$ cat src/rtl/spine_switch_if.sv
// Leaf-side bus of the spine crossbar: per-leaf flit inputs, routed flit outputs and
// per-input buffer status. The switch uses the slave view.
interface spine_switch_if #(
  parameter int DWIDTH     = 16,
  parameter int NUM_LEAVES = 4
);
  logic [NUM_LEAVES*DWIDTH-1:0] leaf_in_data;
  logic [NUM_LEAVES-1:0]        leaf_in_valid;
  logic [NUM_LEAVES*DWIDTH-1:0] leaf_out_data;
  logic [NUM_LEAVES-1:0]        leaf_out_valid;
  logic [NUM_LEAVES*6-1:0]      leaf_out_dest;
  logic [NUM_LEAVES*8-1:0]      drop_count;
  logic [NUM_LEAVES-1:0]        fifo_full;
  logic [NUM_LEAVES-1:0]        fifo_empty;

  modport master (
    output leaf_in_data, leaf_in_valid,
    input  leaf_out_data, leaf_out_valid, leaf_out_dest, drop_count, fifo_full, fifo_empty
  );

  modport slave (
    input  leaf_in_data, leaf_in_valid,
    output leaf_out_data, leaf_out_valid, leaf_out_dest, drop_count, fifo_full, fifo_empty
  );
endinterface

$ cat src/rtl/spine_switch.sv
// Spine crossbar: per-leaf input FIFOs, per-output round-robin arbitration and
// registered outputs. Valid-only links, so overflowing flits are dropped and counted.
module spine_switch #(
  parameter int DWIDTH     = 16,
  parameter int NUM_LEAVES = 4,
  parameter int FIFO_DEPTH = 4,
  parameter int SEL_LSB    = 12,
  parameter int DEST_MSB   = 15
) (
  input logic           ACLK,
  input logic           ARESETn,
  spine_switch_if.slave bus
);
  localparam int AW = $clog2(FIFO_DEPTH);
  localparam int PW = AW + 1;

  logic [NUM_LEAVES-1:0]        req;
  logic [NUM_LEAVES*2-1:0]      sel_flat;
  logic [NUM_LEAVES*DWIDTH-1:0] head_flat;
  logic [NUM_LEAVES-1:0]        gnt_vld;
  logic [NUM_LEAVES*2-1:0]      gnt_idx_flat;

  generate
    for (genvar gi = 0; gi < NUM_LEAVES; gi++) begin : g_leaf
      logic [DWIDTH-1:0] mem_reg [FIFO_DEPTH];
      logic [PW-1:0]     wr_ptr_reg;
      logic [PW-1:0]     rd_ptr_reg;
      logic [7:0]        drop_reg;
      logic              empty;
      logic              full;
      logic              pop;
      logic              in_valid;
      logic              accept;
      logic [DWIDTH-1:0] in_data;
      logic [DWIDTH-1:0] head;

      assign in_valid = bus.leaf_in_valid[gi];
      assign in_data  = bus.leaf_in_data[gi*DWIDTH +: DWIDTH];
      assign empty    = (wr_ptr_reg == rd_ptr_reg);
      assign full     = (wr_ptr_reg[AW] != rd_ptr_reg[AW]) &&
                        (wr_ptr_reg[AW-1:0] == rd_ptr_reg[AW-1:0]);
      assign head     = mem_reg[rd_ptr_reg[AW-1:0]];
      // A full FIFO still accepts when its head leaves on the same edge.
      assign accept   = in_valid && (!full || pop);

      always_comb begin
        pop = 1'b0;
        for (int o = 0; o < NUM_LEAVES; o++) begin
          if (gnt_vld[o] && (gnt_idx_flat[o*2 +: 2] == 2'(gi))) pop = 1'b1;
        end
      end

      always_ff @(posedge ACLK or negedge ARESETn) begin
        if (!ARESETn) begin
          wr_ptr_reg <= '0;
          rd_ptr_reg <= '0;
          drop_reg   <= '0;
        end else begin
          if (accept) wr_ptr_reg <= wr_ptr_reg + 1'b1;
          if (pop)    rd_ptr_reg <= rd_ptr_reg + 1'b1;
          if (in_valid && full && !pop && (drop_reg != 8'hFF)) drop_reg <= drop_reg + 8'd1;
        end
      end

      always_ff @(posedge ACLK) begin
        if (accept) mem_reg[wr_ptr_reg[AW-1:0]] <= in_data;
      end

      assign req[gi]                        = !empty;
      assign sel_flat[gi*2 +: 2]            = head[SEL_LSB +: 2];
      assign head_flat[gi*DWIDTH +: DWIDTH] = head;
      assign bus.drop_count[gi*8 +: 8]      = drop_reg;
      assign bus.fifo_full[gi]              = full;
      assign bus.fifo_empty[gi]             = empty;
    end

    for (genvar go = 0; go < NUM_LEAVES; go++) begin : g_out
      logic [1:0]        rr_ptr_reg;
      logic [1:0]        cand;
      logic [1:0]        win;
      logic              grant;
      logic [DWIDTH-1:0] win_flit;
      logic [DWIDTH-1:0] data_reg;
      logic [5:0]        dest_reg;
      logic              valid_reg;

      // Search starts one past the last winner, so the last winner has lowest priority.
      always_comb begin
        grant = 1'b0;
        win   = rr_ptr_reg;
        cand  = rr_ptr_reg;
        for (int k = 1; k <= NUM_LEAVES; k++) begin
          cand = rr_ptr_reg + 2'(k);
          if (!grant && req[cand] && (sel_flat[cand*2 +: 2] == 2'(go))) begin
            grant = 1'b1;
            win   = cand;
          end
        end
      end

      assign win_flit = head_flat[win*DWIDTH +: DWIDTH];

      always_ff @(posedge ACLK or negedge ARESETn) begin
        if (!ARESETn) begin
          rr_ptr_reg <= 2'(NUM_LEAVES - 1);
          valid_reg  <= 1'b0;
          data_reg   <= '0;
          dest_reg   <= '0;
        end else begin
          valid_reg <= grant;
          if (grant) begin
            rr_ptr_reg <= win;
            data_reg   <= win_flit;
            dest_reg   <= win_flit[DEST_MSB -: 6];
          end
        end
      end

      assign gnt_vld[go]                        = grant;
      assign gnt_idx_flat[go*2 +: 2]            = win;
      assign bus.leaf_out_valid[go]             = valid_reg;
      assign bus.leaf_out_data[go*DWIDTH +: DWIDTH] = data_reg;
      assign bus.leaf_out_dest[go*6 +: 6]       = dest_reg;
    end
  endgenerate
endmodule
$ cat src/flat_wrapper.sv
// flat-port wrapper written by rule: the top's interface ports become plain ports
module spine_switch_flat 
#(
  parameter int DWIDTH     = 16,
  parameter int NUM_LEAVES = 4,
  parameter int FIFO_DEPTH = 4,
  parameter int SEL_LSB    = 12,
  parameter int DEST_MSB   = 15
)
  (ACLK, ARESETn, bus_leaf_in_data, bus_leaf_in_valid, bus_leaf_out_data, bus_leaf_out_valid, bus_leaf_out_dest, bus_drop_count, bus_fifo_full, bus_fifo_empty);
  spine_switch_if #(.DWIDTH(DWIDTH), .NUM_LEAVES(NUM_LEAVES)) bus_i ();
  input logic ACLK;
  input logic ARESETn;
  input wire logic [$bits(bus_i.leaf_in_data)-1:0] bus_leaf_in_data;
  input wire logic [$bits(bus_i.leaf_in_valid)-1:0] bus_leaf_in_valid;
  output wire logic [$bits(bus_i.leaf_out_data)-1:0] bus_leaf_out_data;
  output wire logic [$bits(bus_i.leaf_out_valid)-1:0] bus_leaf_out_valid;
  output wire logic [$bits(bus_i.leaf_out_dest)-1:0] bus_leaf_out_dest;
  output wire logic [$bits(bus_i.drop_count)-1:0] bus_drop_count;
  output wire logic [$bits(bus_i.fifo_full)-1:0] bus_fifo_full;
  output wire logic [$bits(bus_i.fifo_empty)-1:0] bus_fifo_empty;
  assign bus_i.leaf_in_data = bus_leaf_in_data;
  assign bus_i.leaf_in_valid = bus_leaf_in_valid;
  assign bus_leaf_out_data = bus_i.leaf_out_data;
  assign bus_leaf_out_valid = bus_i.leaf_out_valid;
  assign bus_leaf_out_dest = bus_i.leaf_out_dest;
  assign bus_drop_count = bus_i.drop_count;
  assign bus_fifo_full = bus_i.fifo_full;
  assign bus_fifo_empty = bus_i.fifo_empty;
  spine_switch #(.DWIDTH(DWIDTH), .NUM_LEAVES(NUM_LEAVES), .FIFO_DEPTH(FIFO_DEPTH), .SEL_LSB(SEL_LSB), .DEST_MSB(DEST_MSB)) u_core (.ACLK(ACLK), .ARESETn(ARESETn), .bus(bus_i));
endmodule
$ cat config.mk
export PLATFORM = sky130hd
export DESIGN_NAME = spine_switch_flat
export DESIGN_NICKNAME = d
export VERILOG_FILES = /design/src/rtl/spine_switch_if.sv /design/src/rtl/spine_switch.sv /design/src/flat_wrapper.sv
export SDC_FILE = /design/constraint.sdc
export NUM_CORES = 1
export LEC_CHECK = 0
export ABC_CLOCK_PERIOD_IN_PS = 4500
export CAP_MARGIN = 5
export CORE_ASPECT_RATIO = 1.75
export CORE_MARGIN = 2
export CORE_UTILIZATION = 55
export CTS_BUF_LIST = sky130_fd_sc_hd__clkbuf_4
export CTS_CLUSTER_SIZE = 12
export DETAILED_ROUTE_END_ITERATION = 8
export PLACE_DENSITY = 0.78
export RECOVER_POWER = 50
export SYNTH_ARGS = -nofsm -noshare
export SYNTH_HDL_FRONTEND = slang
export SYNTH_SLANG_ARGS = --single-unit
$ cat constraint.sdc
create_clock -name ACLK -period 4.5 [get_ports ACLK]
set_clock_uncertainty 0.2 [all_clocks]
set_input_delay 0.9 -clock ACLK [delete_from_list [all_inputs] [get_ports ACLK]]
set_output_delay 0.9 -clock ACLK [all_outputs]
set_load 0.005 [all_outputs]
==> impl_metrics.ini, run 1 <==
[timing]
rsz0062_at_grt = false
tightest_slew_ns = 2.33
setup_tns_ns = 0
fin_crit_sh = 0.910
clock.fmax_mhz = 244
hold_ws_ns = 0.287
slew_violations = 101
setup_viol = 0
fin_crit_ns = 4.09
max_slew_margin = -0.556
finalHoldViolCount = 0

[worst_setup_path]
critPathSlowestCell = nor3_1
r2r_start = u_core.g_leaf[3].rd_ptr_reg[1]$_DFFE_PN0P_
cp.required_ns = 4.75
endpoint_kind = register
crit_arrival_ns = 4.34
slowest_delay_ns = 0.64
cp_max_fo = 14
r2r_slack_ns = 0.41
critPathLaunchType = register
worst_r2r_endpoint = u_core.g_leaf[0].mem_reg[3][6]$_DFFE_PP_
worstPathCellList = xor2_1 -> or3_1 -> inv_2 -> or3_1 -> o311a_1 -> nor2b_1 -> clkinv_1 -> nor3_1 -> buf_4 -> o311a_1 -> buf_4
endpoint = u_core.g_leaf[0].mem_reg[3][6]$_DFFE_PP_
crit_start = u_core.g_leaf[3].rd_ptr_reg[1]$_DFFE_PN0P_
r2r_cells = 11
crit_type = reg2reg

[placement]
numPortBuffers = 201
dp_cells = 1770
dp_hpwl_microns = 33300
globalplace.congestion = 0.888

[synthesis]
synth_edf_count = 256
syn_area_sq_mm = 0.0181
syn-num-nets = 1301
yosysWarnings = 0
avgSynthCellArea_sq_um = 15.0
ys_types = 74
ys_top_cells_by_count = edfxtp_1, dfrtp_1, mux4_2
seq_area_frac_synth = 0.608
syn_inst = 1207
ys_async_sr_fraction = 0.340
synth_top_area_cell = edfxtp_1
synthFlopType = edfxtp_1
synth_area_leaders = edfxtp_1, dfrtp_1, mux4_2, mux2_2, mux2i_1
ys_ff_latch = 388
yosys.area.top_type_share = 0.425
synth_most_common_cell = edfxtp_1

[routing]
ant_nets = 0
dr.pass1.iters = 5
drtIter0Drc = 940
via_per_inst = 6.03
vias = 11700
wl_microns = 46500
wl_per_cell_microns = 24.0
drc = 0

[global_route]
grt_pass1_vias = 12300
grt_max_degree = 84
grt-ovfl-total = 0
grt.total_usage = 0.275
antenna_found_initial = 1
grt_pass1_wl_microns = 70600

[clocking]
htreeDepth = 3
cts-root-buf = clkbuf_4
clk_latency_ns = 0.79
hold_buffers = 1
cts_buffers = 87
clock_path_buffers = 3
cts_tree = done
cts_setup_buffers = 0
clk_pin_slew_ns = 0.07
postCtsResizedCells = 0
clock-sinks = 388

[die]
die_y_microns = 244
std_cell_rows = 87
core-area_sq_mm = 0.0323
die_area_sq_mm = 0.0344
start_util = 0.559
num_io_pins = 202
die_w_microns = 141

[status]
status = finished with violations
violations = max-capacitance violations, max-slew violations

[layout]
fin_nets = 1554
largest_reg_flops = 256
seqCellArea_sq_mm = 0.0110
layout.cells.non_filler = 1935
area_delta_synth_final_pct = 20.2
multi_input_area_sq_mm = 0.00644
fill_cells = 2279
final_util = 0.672
layout-drive-gt1-share = 0.250

[job]
max-cap-violations = 2

[hold_path]
min_from = u_core.g_leaf[2].drop_reg[6]$_DFFE_PN0P_
hp-class = reg2reg
cell usage in the layout (no fill, tap or decap), types with 11 or more instances in the layout:
cell,netlist,routed
nor3_1,16,16
and2_1,15,15
xor2_1,27,27
edfxtp_1,256,256
o2bb2ai_1,15,15
inv_1,40,40
mux4_2,89,89
or2_2,11,11
ha_1,24,24
mux2_2,64,64
nor2_1,65,65
dlygate4sd3_1,0,117
xnor2_1,28,28
nor2b_1,15,15
a21oi_1,34,33
nand2_1,37,37
clkdlybuf4s50_1,0,84
clkinv_1,1,16
dfrtp_1,124,124
o21ai_0,11,11
buf_4,40,46
mux2i_1,42,42
o22ai_1,36,36
nand2b_1,16,16
clkbuf_4,0,138
or3_1,14,14
nand3_1,21,21
cells by family (layout without fill, tap and decap cells):
kind of cell / count (synthesis) / after routing / synth area share
buf+inv: 134 / 461 / 0.0371
mux: 199 / 199 / 0.176
flops: 388 / 388 / 0.608
simple gates: 250 / 250 / 0.0718
other cells: 0 / 1 / 0
xor+xnor: 56 / 56 / 0.0275
fa+ha+maj: 24 / 24 / 0.0166
compound gates: 156 / 156 / 0.0620
layer usage:
metal / wire (microns) / vias up / share of wire / track usage
met5: 0 / - / 0 / 0
met4: 2760 / 0 / 0.059 / 0.168
met3: 2580 / 120 / 0.055 / 0.0493
met2: 24400 / 455 / 0.53 / 0.480
met1: 16700 / 5911 / 0.36 / 0.313
li1: - / 5186 / - / -
how the worst min path moves through the flow:
stage | to | slack [ns] | cells after the start
5_1_grt | u_core.g_leaf[3].rd_ptr_reg[2]$_DFFE_PN0P_ | 0.32 | 1
3_3_place_gp | u_core.g_leaf[0].wr_ptr_reg[2]$_DFFE_PN0P_ | 0.27 | 1
2_1_floorplan | u_core.g_leaf[0].wr_ptr_reg[2]$_DFFE_PN0P_ | 0.26 | 1
3_5_place_dp | u_core.g_leaf[2].drop_reg[6]$_DFFE_PN0P_ | 0.28 | 1
4_1_cts | u_core.g_leaf[2].wr_ptr_reg[2]$_DFFE_PN0P_ | 0.29 | 1
6_report | u_core.g_leaf[2].drop_reg[6]$_DFFE_PN0P_ | 0.29 | 1
critical path, delay by kind of cell (launching register included):
family | cells | cell delay, ns
AO/OA/AOI/OAI | 2 | 0.42
AND/OR/NAND/NOR | 4 | 1.49
XOR/XNOR | 1 | 0.25
flip-flops | 1 | 0.52
buffers and inverters | 4 | 0.87
final cells by class:
cell class / count / share of cell area
antenna: 1 / 0.000115
clock buffer: 138 / 0.0477
clock inverter: 25 / 0.00789
inverter: 43 / 0.00743
multi-input combinational: 685 / 0.297
sequential: 388 / 0.506
tap: 400 / 0.0230
timing repair buffer: 255 / 0.111
metrics by stage:
step	setup slack, ns	instance area (sq um)
2_1_floorplan	0.548	18100
6_report	0.406	21700
4_1_cts	0.315	21700
3_3_place_gp	0.486	20500
3_5_place_dp	0.419	20500
5_1_grt	0.102	21700
Power of run 1 is left out: the tool's default activity adds up to more than one toggle a clock period on the data nets, which glitch-free logic cannot reach.
==> run 2, diff against run 1 <==
RECOVER_POWER = 100   (was 50)
SKIP_CTS_REPAIR_TIMING = 1   (was default)
==> run 2 against run 1 <==
  * The run still ends with max-capacitance violations, max-slew violations left
  * Wire length is 0.24% higher
  * Utilization is 0.17 points lower
  * Via count is 0.57% higher
  * Register-to-register slack worse by 0.10 ns
  * Global-route usage hardly changed
  * Sequential share of layout area is 0.13 points higher
  * Critical path depth is 2 lower
  * Largest cell class unchanged
  * Highest routed layer unchanged
==> impl_metrics.ini, run 2 (synthesis gave the netlist of run 1 again) <==
[status]
status = finished with violations
violations = max-capacitance violations, max-slew violations

[timing]
setup_viol = 0
setup_tns_ns = 0
fin_crit_sh = 0.932
slew_violations = 101
max_slew_margin = -0.549
fin_crit_ns = 4.19
finalHoldViolCount = 0
clock.fmax_mhz = 238
rsz0062_at_grt = false
tightest_slew_ns = 2.32

[layout]
fin_nets = 1554
fill_cells = 2291
layout.cells.non_filler = 1935
mostFrequentLayoutCell = edfxtp_1
area_delta_synth_final_pct = 19.8
seqCellArea_sq_mm = 0.0110
layout_common_cells = edfxtp_1, dlygate4sd3_1, clkbuf_4
multi_input_area_sq_mm = 0.00642
largest_reg_flops = 256
layout-drive-gt1-share = 0.242

[worst_setup_path]
worstPathCellList = xor2_1 -> nor3_1 -> a2111o_1 -> or3b_2 -> a21boi_0 -> a2111oi_4 -> a21oi_2 -> and2_1 -> buf_12
critPathSlowestCell = nor3_1
worst-path-stages = 9
crit_arrival_ns = 4.48
crit_type = reg2reg
cp_num_buf_inv = 1
cp.required_ns = 4.79
r2r_cells = 9
cp_top_family = simple AND/OR/NAND/NOR gates
endpoint_kind = register
cp_max_fo = 12
critPathLaunchType = register
slowest_delay_ns = 0.75

[global_route]
grt_pass1_vias = 12300
grt_max_degree = 84
grt_pass1_wl_microns = 70600
antenna_found_initial = 1
grt-ovfl-total = 0
grt.total_usage = 0.275

[clocking]
clock-sinks = 388
clock_path_buffers = 3
cts-root-buf = clkbuf_4
clk_latency_ns = 0.79
cts_buffers = 87
cts_tree = done
htreeDepth = 3
clk_pin_slew_ns = 0.07

[die]
num_io_pins = 202
die_w_microns = 141
std_cell_rows = 87
die_y_microns = 244
core-area_sq_mm = 0.0323
start_util = 0.559
die_area_sq_mm = 0.0344

[hold_path]
hp-class = reg2reg
min_path_cells = 1

[routing]
drc = 0
wl_microns = 46600
dr.pass1.iters = 5
drtIter0Drc = 859
ant_nets = 0
vias = 11700
via_per_inst = 6.07
wl_per_cell_microns = 24.1

[placement]
globalplace.congestion = 0.888
dp_cells = 1770
dp_hpwl_microns = 33300
numPortBuffers = 201

[job]
max-cap-violations = 2
run 2: cell count changes in the layout (fill, tap and decap cells not counted), sizes merged:
cell and delta:
clkdlybuf4s50 -79, dlygate4sd3 +79, buf -11, clkbuf +11
run 2: metal layers:
metal | vias to the layer above | global-route usage | routed length (microns)
li1 | 5177 | - | -
met1 | 5948 | 0.313 | 16700
met2 | 482 | 0.480 | 24400
met3 | 131 | 0.0493 | 2620
met4 | 0 | 0.168 | 2850
met5 | - | 0 | 0
run 2: per-stage QoR:
step / area (sq um) / setup slack, ns / utilization / hold WS [ns]
finish: 21700 / 0.306 / 0.670 / 0.285
global route: 21700 / 0.0518 / 0.670 / 0.316
CTS: 21700 / 0.315 / 0.672 / -0.0429
detailed placement: 20500 / 0.419 / 0.635 / 0.282
global placement: 20500 / 0.486 / 0.635 / 0.275
floorplan: 18100 / 0.548 / - / 0.260
run 2: path summary, 6_finish.rpt:
path,start,to,slack [ns]
max in group asynchronous,ARESETn,u_core.g_out[0].valid_reg$_DFF_PN0_,1.12
min in group asynchronous,ARESETn,u_core.g_leaf[2].drop_reg[6]$_DFFE_PN0P_,1.21
hold / removal,u_core.g_leaf[2].drop_reg[6]$_DFFE_PN0P_,u_core.g_leaf[2].drop_reg[6]$_DFFE_PN0P_,0.29
setup / recovery,u_core.g_leaf[2].rd_ptr_reg[1]$_DFFE_PN0P_,u_core.g_leaf[3].mem_reg[0][13]$_DFFE_PP_,0.31
hold reg to reg,u_core.g_leaf[2].drop_reg[6]$_DFFE_PN0P_,u_core.g_leaf[2].drop_reg[6]$_DFFE_PN0P_,0.29
setup reg to reg,u_core.g_leaf[2].rd_ptr_reg[1]$_DFFE_PN0P_,u_core.g_leaf[3].mem_reg[0][13]$_DFFE_PP_,0.31
run 2: area by class of cell:
type | instances | share of cell area
diodes | 1 | 0.000116
inverters | 43 | 0.00745
clock inverters | 25 | 0.00791
clock buffers | 138 | 0.0478
repair buffers | 255 | 0.109
multi-input cells | 685 | 0.296
flip-flops and latches | 388 | 0.508
well taps | 400 | 0.0231
Power of run 2 is left out for the same reason.
==> run 3, diff against run 2 <==
ABC_AREA = 1   (was default)
==> run 3 against run 2 <==
  * Via count increased by 39%
  * Utilization shrank 1.8 points
  * Highest routed layer unchanged
  * Non-clock buffer count shrank 8
  * The flow still finishes with violations (max-capacitance violations, max-slew violations)
  * Worst setup slack worse by 0.12 ns
  * Critical path depth shrank 2
  * Worst hold slack improved by 0.013 ns
  * Sequential cell count stayed put
  * Count of clock-buffer cells in the layout fell by 27
  * Register-to-register slack improved by 0.06 ns
==> impl_metrics.ini, run 3 <==
[status]
violations = max-capacitance violations, max-slew violations
status = finished with violations

[routing]
drtIter0Drc = 1457
wl_microns = 56200
via_per_inst = 5.74
ant_nets = 0
vias = 16400
drc = 0
dr.pass1.iters = 7
wl_per_cell_microns = 19.7

[placement]
numPortBuffers = 201
dp_hpwl_microns = 41400
globalplace.congestion = 0.973
dp_cells = 2690

[clocking]
cts_tree = done
clk_pin_slew_ns = 0.08
clock_path_buffers = 3
clk_latency_ns = 0.81
cts_buffers = 85
clock-sinks = 388
cts-root-buf = clkbuf_4
htreeDepth = 3

[layout]
final_util = 0.652
largest_reg_flops = 256
area_delta_synth_final_pct = 17.0
mostFrequentLayoutCell = nand2_1
layout_common_cells = nand2_1, edfxtp_1, dlygate4sd3_1
multi_input_area_sq_mm = 0.00729
layout-drive-gt1-share = 0.112
fill_cells = 2857
seqCellArea_sq_mm = 0.0110
fin_nets = 2407
layout.cells.non_filler = 2850

[global_route]
grt-ovfl-total = 0
antenna_found_initial = 2
grt.total_usage = 0.301
grt_pass1_vias = 16000
grt_max_degree = 87
grt_pass1_wl_microns = 86200

[worst_setup_path]
cp.required_ns = 3.40
cp_max_fo = 34
critPathLaunchType = register
endpoint_kind = output port
crit_arrival_ns = 3.21
crit_type = reg2out

[synthesis]
yosys.area.top_type_share = 0.391
syn_area_sq_mm = 0.0197
synth_area_leaders = edfxtp_1, dfrtp_1, nand2_1, o21ai_0, nor2_1
ys_types = 48
ys_top_cells_by_count = nand2_1, edfxtp_1, nor2_1
syn-num-nets = 2204
ys_async_sr_fraction = 0.340
synth.area.mux_share = 0
synth_fa_ha_area_frac = 0.0153
synth_most_common_cell = nand2_1
synth_xor_area_frac = 0.0199
synth_compound_area_frac = 0.106
synth-simple-area-share = 0.233
synth_top_area_cell = edfxtp_1
synth_edf_count = 256
yosysWarnings = 0
syn_inst = 2110
seq_area_frac_synth = 0.560
synth_top_family_by_area = simple AND/OR/NAND/NOR gates
synthFlopType = edfxtp_1
avgSynthCellArea_sq_um = 9.32
ys_ff_latch = 388

[timing]
hold_ws_ns = 0.299
tightest_slew_ns = 2.44
fin_crit_ns = 4.31
finalHoldViolCount = 0
max_slew_margin = -0.629
setup_tns_ns = 0
setup_viol = 0
slew_violations = 87
fin_crit_sh = 0.959
rsz0062_at_grt = false
clock.fmax_mhz = 232

[die]
num_io_pins = 202
std_cell_rows = 91
die_area_sq_mm = 0.0373
die_y_microns = 254
core-area_sq_mm = 0.0353
die_w_microns = 147
start_util = 0.557

[job]
max-cap-violations = 1

[hold_path]
hp-class = reg2reg
-- run 3: cell types whose count changed after synthesis, moves of 38 or more --
| cell | change |
|---|---|
| nand3_1 | +81 |
| o21ai_0 | +126 |
| nand2_1 | +576 |
| nor2_1 | +101 |
| mux2i_1 | -42 |
| nand4_1 | +58 |
| o211ai_1 | +39 |
| a21oi_1 | +38 |
| inv_1 | +96 |
| mux4_2 | -89 |
| mux2_2 | -64 |
-- run 3: final timing paths --
check | from | cells after the start | endpoint | slack [ns]
max | u_core.g_leaf[3].rd_ptr_reg[0]$_DFFE_PN0P_ | 7 | bus_fifo_full[3] | 0.19
min | u_core.g_out[3].data_reg[3]$_DFFE_PN0P_ | 2 | u_core.g_out[3].data_reg[3]$_DFFE_PN0P_ | 0.30
max reg2reg | u_core.g_leaf[3].rd_ptr_reg[1]$_DFFE_PN0P_ | 19 | u_core.g_leaf[0].mem_reg[1][12]$_DFFE_PP_ | 0.37
min reg2reg | u_core.g_out[3].data_reg[3]$_DFFE_PN0P_ | 2 | u_core.g_out[3].data_reg[3]$_DFFE_PN0P_ | 0.30
max in group asynchronous | ARESETn | 3 | u_core.g_leaf[3].drop_reg[2]$_DFFE_PN0P_ | 0.76
min in group asynchronous | ARESETn | 2 | u_core.g_out[3].data_reg[15]$_DFFE_PN0P_ | 1.13
-- run 3: logic make-up after synthesis --
kind of cell	Yosys count
xor+xnor	40
flops	388
simple gates	1029
compound gates	345
buf+inv	284
fa+ha+maj	24
-- run 3: per-stage QoR --
step                      area, sq um  setup WS (ns)
final                           23000          0.185
after global placement          21900          0.674
after detailed placement        21900          0.566
after global routing            23000         0.0518
after floorplan                 19700          0.995
after CTS                       23100          0.466
-- run 3: metal layers --
layer / vias up / part of all wire / GRT usage
met5: - / 0 / 0
met4: 0 / 0.062 / 0.192
met3: 173 / 0.070 / 0.0510
met2: 769 / 0.52 / 0.541
met1: 7764 / 0.35 / 0.329
li1: 7657 / - / -
-- run 3: final cells by class --
class / count / area share
Antenna cell: 1 / 0.000109
Clock buffer: 111 / 0.0362
Clock inverter: 47 / 0.0163
Inverter: 153 / 0.0255
Multi-Input combinational cell: 1438 / 0.317
Sequential cell: 388 / 0.478
Tap cell: 465 / 0.0253
Timing Repair Buffer: 247 / 0.101
-- run 3: worst max-delay path, stage by stage, from the launching register on --
cell,delay (ns)
dfrtp_1,0.47
inv_4,0.29
nand2_1,0.09
nand2_1,0.28
nand2_1,0.09
nor2_1,0.10
clkbuf_1,0.48
clkdlybuf4s50_1,0.62
Power of run 3 is left out for the same reason.
